[src/rtl/m81_pkg.sv]
//------------------------------------------------------------------------------
// Module : m81_pkg
// Brief  : Shared constants and select type for the m81 8-to-1 selector.
// Rev    : 1.0  initial release
//------------------------------------------------------------------------------
`default_nettype none

package m81_pkg;
   localparam int N_IN  = 8;
   localparam int SEL_W = 3;

   typedef logic [SEL_W-1:0] sel_t;
endpackage

`default_nettype wire

[src/rtl/m81_edge_det.sv]
//------------------------------------------------------------------------------
// Module : m81_edge_det
// Brief  : 1-bit rise/fall detector; pulses are combinational from the input
//          and its registered previous value.
// Rev    : 1.0  initial release
//------------------------------------------------------------------------------
`default_nettype none

module m81_edge_det (
   input  logic clk,
   input  logic rst,
   input  logic i_d,
   output logic o_rise,
   output logic o_fall
);

   logic r_prev;

   always_ff @(posedge clk) begin
      if (rst) begin
         r_prev <= 1'b0;
      end else begin
         r_prev <= i_d;
      end
   end

   assign o_rise = i_d & ~r_prev;
   assign o_fall = ~i_d & r_prev;

endmodule

`default_nettype wire

[src/rtl/m81_mux8.sv]
//------------------------------------------------------------------------------
// Module : m81_mux8
// Brief  : 8-to-1 lane selector with combinational and registered outputs.
//          Define M81_EDGE_DET_EN to add out_rise/out_fall on out_q[0].
// Rev    : 1.0  initial release
//------------------------------------------------------------------------------
`default_nettype none

module m81_mux8
   import m81_pkg::*;
#(
   parameter int WIDTH = 1
) (
   input  logic             clk,
   input  logic             rst,
   input  logic [WIDTH-1:0] D0,
   input  logic [WIDTH-1:0] D1,
   input  logic [WIDTH-1:0] D2,
   input  logic [WIDTH-1:0] D3,
   input  logic [WIDTH-1:0] D4,
   input  logic [WIDTH-1:0] D5,
   input  logic [WIDTH-1:0] D6,
   input  logic [WIDTH-1:0] D7,
   input  logic             S0,
   input  logic             S1,
   input  logic             S2,
   output logic [WIDTH-1:0] out,
   output logic [WIDTH-1:0] out_q,
`ifdef M81_EDGE_DET_EN
   output logic             out_rise,
   output logic             out_fall,
`endif
   output sel_t             sel_q
);

   sel_t             w_sel;
   logic [WIDTH-1:0] w_out;
   logic [WIDTH-1:0] r_out_q;
   sel_t             r_sel_q;

   assign w_sel = {S2, S1, S0};

   // All eight codes are legal, so the case is full without a default item.
   always_comb begin
      w_out = '0;
      case (w_sel)
         3'd0: w_out = D0;
         3'd1: w_out = D1;
         3'd2: w_out = D2;
         3'd3: w_out = D3;
         3'd4: w_out = D4;
         3'd5: w_out = D5;
         3'd6: w_out = D6;
         3'd7: w_out = D7;
      endcase
   end

   always_ff @(posedge clk) begin
      if (rst) begin
         r_out_q <= '0;
         r_sel_q <= '0;
      end else begin
         r_out_q <= w_out;
         r_sel_q <= w_sel;
      end
   end

   assign out   = w_out;
   assign out_q = r_out_q;
   assign sel_q = r_sel_q;

`ifdef M81_EDGE_DET_EN
   m81_edge_det u_edge_det (
      .clk    (clk),
      .rst    (rst),
      .i_d    (r_out_q[0]),
      .o_rise (out_rise),
      .o_fall (out_fall)
   );
`endif

endmodule

`default_nettype wire

[config.mk]
export PLATFORM = sky130hd
export DESIGN_NAME = m81_mux8
export DESIGN_NICKNAME = d
export VERILOG_FILES = /design/src/rtl/m81_pkg.sv /design/src/rtl/m81_edge_det.sv /design/src/rtl/m81_mux8.sv
export SDC_FILE = /design/constraint.sdc
export NUM_CORES = 1
export LEC_CHECK = 0
export ABC_CLOCK_PERIOD_IN_PS = 1020
export CAP_MARGIN = 20
export CORE_AREA = 2 2 39 41
export DETAILED_ROUTE_END_ITERATION = 8
export DIE_AREA = 0 0 41 43
export GPL_ROUTABILITY_DRIVEN = 0
export MAX_ROUTING_LAYER = met4
export PLACE_DENSITY = 0.55
export SLEW_MARGIN = 20
export SYNTH_ARGS = -nofsm -noshare
export SYNTH_HDL_FRONTEND = slang
export SYNTH_HIERARCHICAL = 1
export SYNTH_SLANG_ARGS = --single-unit
[constraint.sdc]
create_clock -name clk -period 1.02 [get_ports clk]
set_input_delay 0.102 -clock clk [delete_from_list [all_inputs] [get_ports clk]]
set_output_delay 0.102 -clock clk [all_outputs]
set_load 0.05 [all_outputs]
==> flow_summary.json, run 1 <==
{
  "numCtsBuffers": 3,
  "dp.cells": 47,
  "hold_class": "in -> reg",
  "final_net_count": 50,
  "violations": "negative setup slack",
  "cts_buffer_depth": 2,
  "setup_ws_ps": -143,
  "end_kind": "output port",
  "startpoint_type": "input port",
  "slew_violations": 0,
  "fp.dieH_microns": 43,
  "critPathMaxFanout": 2,
  "path_class": "in -> out",
  "synth_compound_area_share_pct": 0,
  "nFillCells": 155,
  "setup_viol": 1,
  "vias_per_cell": 3.69,
  "grtUsageTotal_pct": 7.64,
  "syn_inst": 15,
  "synth_mux_area_share_pct": 34.2,
  "status": "finished, violations left",
  "cts_sinks": 4,
  "final_cell_area_sq_um": 419,
  "wire_per_inst_microns": 8.69,
  "area_growth_pct": 129,
  "grt-ovfl-total": 0,
  "rsz0062_at_grt": "yes",
  "power_uw": 567,
  "arrival_ps": 1060,
  "layout_common_cells": "5 x buf_12, 4 x mux2i_1, 4 x buf_2, 4 x dfxtp_1",
  "start_util_pct": 13.2,
  "insertedDiodeCount": 0,
  "grt_pass1_vias": 202,
  "drive_above_1_share_pct": 54.3,
  "cap_violations": 0,
  "dpl-instance-area_sq_um": 415,
  "worst_pin_slew_ps": 139,
  "drt_iter0_drc": 0,
  "cts_root_buf": "clkbuf_4",
  "synth_xor_area_share_pct": 0,
  "die_area_sq_um": 1760,
  "ys_seq_elements": 4,
  "cp_slowest_cell": "mux4_2",
  "min_period_ps": 1160,
  "synthAdderAreaFrac_pct": 0,
  "crit_chain": "clkdlybuf4s15_1, mux2i_1, mux4_2, clkinvlp_4, buf_12",
  "whs_ps": 109,
  "die_x_microns": 41,
  "slowest_delay_ps": 510,
  "ioPinCount": 18,
  "first_pass_iters": 1,
  "syn_area_per_cell_sq_um": 12.2,
  "synth.net_count": 28,
  "synth-seq-area-share_pct": 43.8,
  "cts_tree": "yes",
  "p_leak_nw": 0.189,
  "grt_antenna_before_repair": 0,
  "yosysWarnings": 6,
  "powerDensity_nw_per_um2": 1350,
  "layout.cells.non_filler": 51,
  "multi_input_area_sq_um": 87.6,
  "max_freq_ghz": 0.860,
  "grt_max_degree": 6,
  "syn_area_sq_um": 183,
  "ant_nets": 0,
  "grt_pass1_wl_microns": 752,
  "coreArea_sq_um": 1380,
  "wirelength_microns": 443,
  "drc": 0,
  "setup_tns_ps": -143,
  "crit_required_ps": 920,
  "synth_top_family_by_area": "multiplexers",
  "synth_cell_types": 7,
  "htreeDepth": 1,
  "clk_pin_slew_ps": 30,
  "cts_hold_buf": 0,
  "relSlewSlack_pct": 90.4,
  "period_share_pct": 114,
  "yosys.area_share.simple_pct": 13.7,
  "vdd_drop_max_mv": 0.301,
  "num_rows": 14,
  "port_buffers": 17,
  "ff_latch_area_sq_um": 80.1,
  "vias": 188,
  "hold_violations": 0,
  "layout_commonest_cell": "buf_12"
}
==> sequential cells by signal, indices dropped and copies added, names as in the netlist <==
| register | flops |
|---|---|
| out_q | 1 |
| sel_q | 3 |
==> cell usage after synthesis <==
cell type  count  area share [%]
buf_6          1             6.2
inv_1          1             2.1
dfxtp_1        4              44
nor2b_1        3              10
mux4_2         1              12
nor2_2         1             3.4
mux2i_1        4              22
==> metrics by stage <==
step / utilization [%] / setup WS (ps)
floorplan: - / -121
global placement: 30.0 / -644
detailed placement: 30.0 / -670
CTS: 31.0 / -150
global route: 30.3 / -173
finish: 30.3 / -143
==> kinds of logic after synthesis <==
| kind of cell | Yosys count |
|---|---|
| simple gates | 4 |
| buf+inv | 2 |
| mux | 5 |
| flops | 4 |
==> final cells by class <==
type                            instances  area share, %
Clock buffer                            3           5.37
Multi-Input combinational cell          9           20.9
Tap cell                               16           4.78
Sequential cell                         4           19.1
Timing Repair Buffer                   18           48.1
Inverter                                1           1.79
==> worst paths after layout <==
kind  start             endpoint  slack [ps]  cells after the start
max      D7                  out        -140                      5
min      S0  sel_q[0]$_SDFF_PP0_         110                      2
==> power breakdown <==
group	switching, mW	internal [mW]
Combinational	0.0879	0.109
Clock	0.0636	0.132
Sequential	0.00783	0.168
==> per-layer routing <==
layer / track usage, % / share of wire (%) / wire length (microns)
met1: 6.17 / 31 / 138
met2: 9.69 / 48 / 212
met3: 4.71 / 16 / 73
met4: 10.0 / 4.3 / 19
met5: - / 0 / 0
==> repair_timing <==
| action | in CTS | in global routing |
|---|---|---|
| buffers inserted | 1 | 0 |
| gates cloned | 0 | 0 |
| endpoints found under the hold margin | 0 | 0 |
| resized for setup | 31 | 2 |
| endpoints found under the setup margin | 2 | 1 |
| pin swaps | 0 | 0 |
==> worst max-delay path: cells and delay by family <==
kind,cells,cell delay (ps)
multiplexers,2,560
buffers and inverters,3,400
Note: power is estimated with default switching activity, not from simulation.
==> run 2: changes to the inputs <==
--- a/config.mk
+++ b/config.mk
@@ -5,7 +5,7 @@
 export SDC_FILE = /design/constraint.sdc
 export NUM_CORES = 1
 export LEC_CHECK = 0
-export ABC_CLOCK_PERIOD_IN_PS = 1020
+export ABC_AREA = 0
 export CAP_MARGIN = 20
 export CORE_AREA = 2 2 39 41
 export DETAILED_ROUTE_END_ITERATION = 8
==> results of run 2 <==
No change in the layout: final DEF, timing and power equal those of run 1.
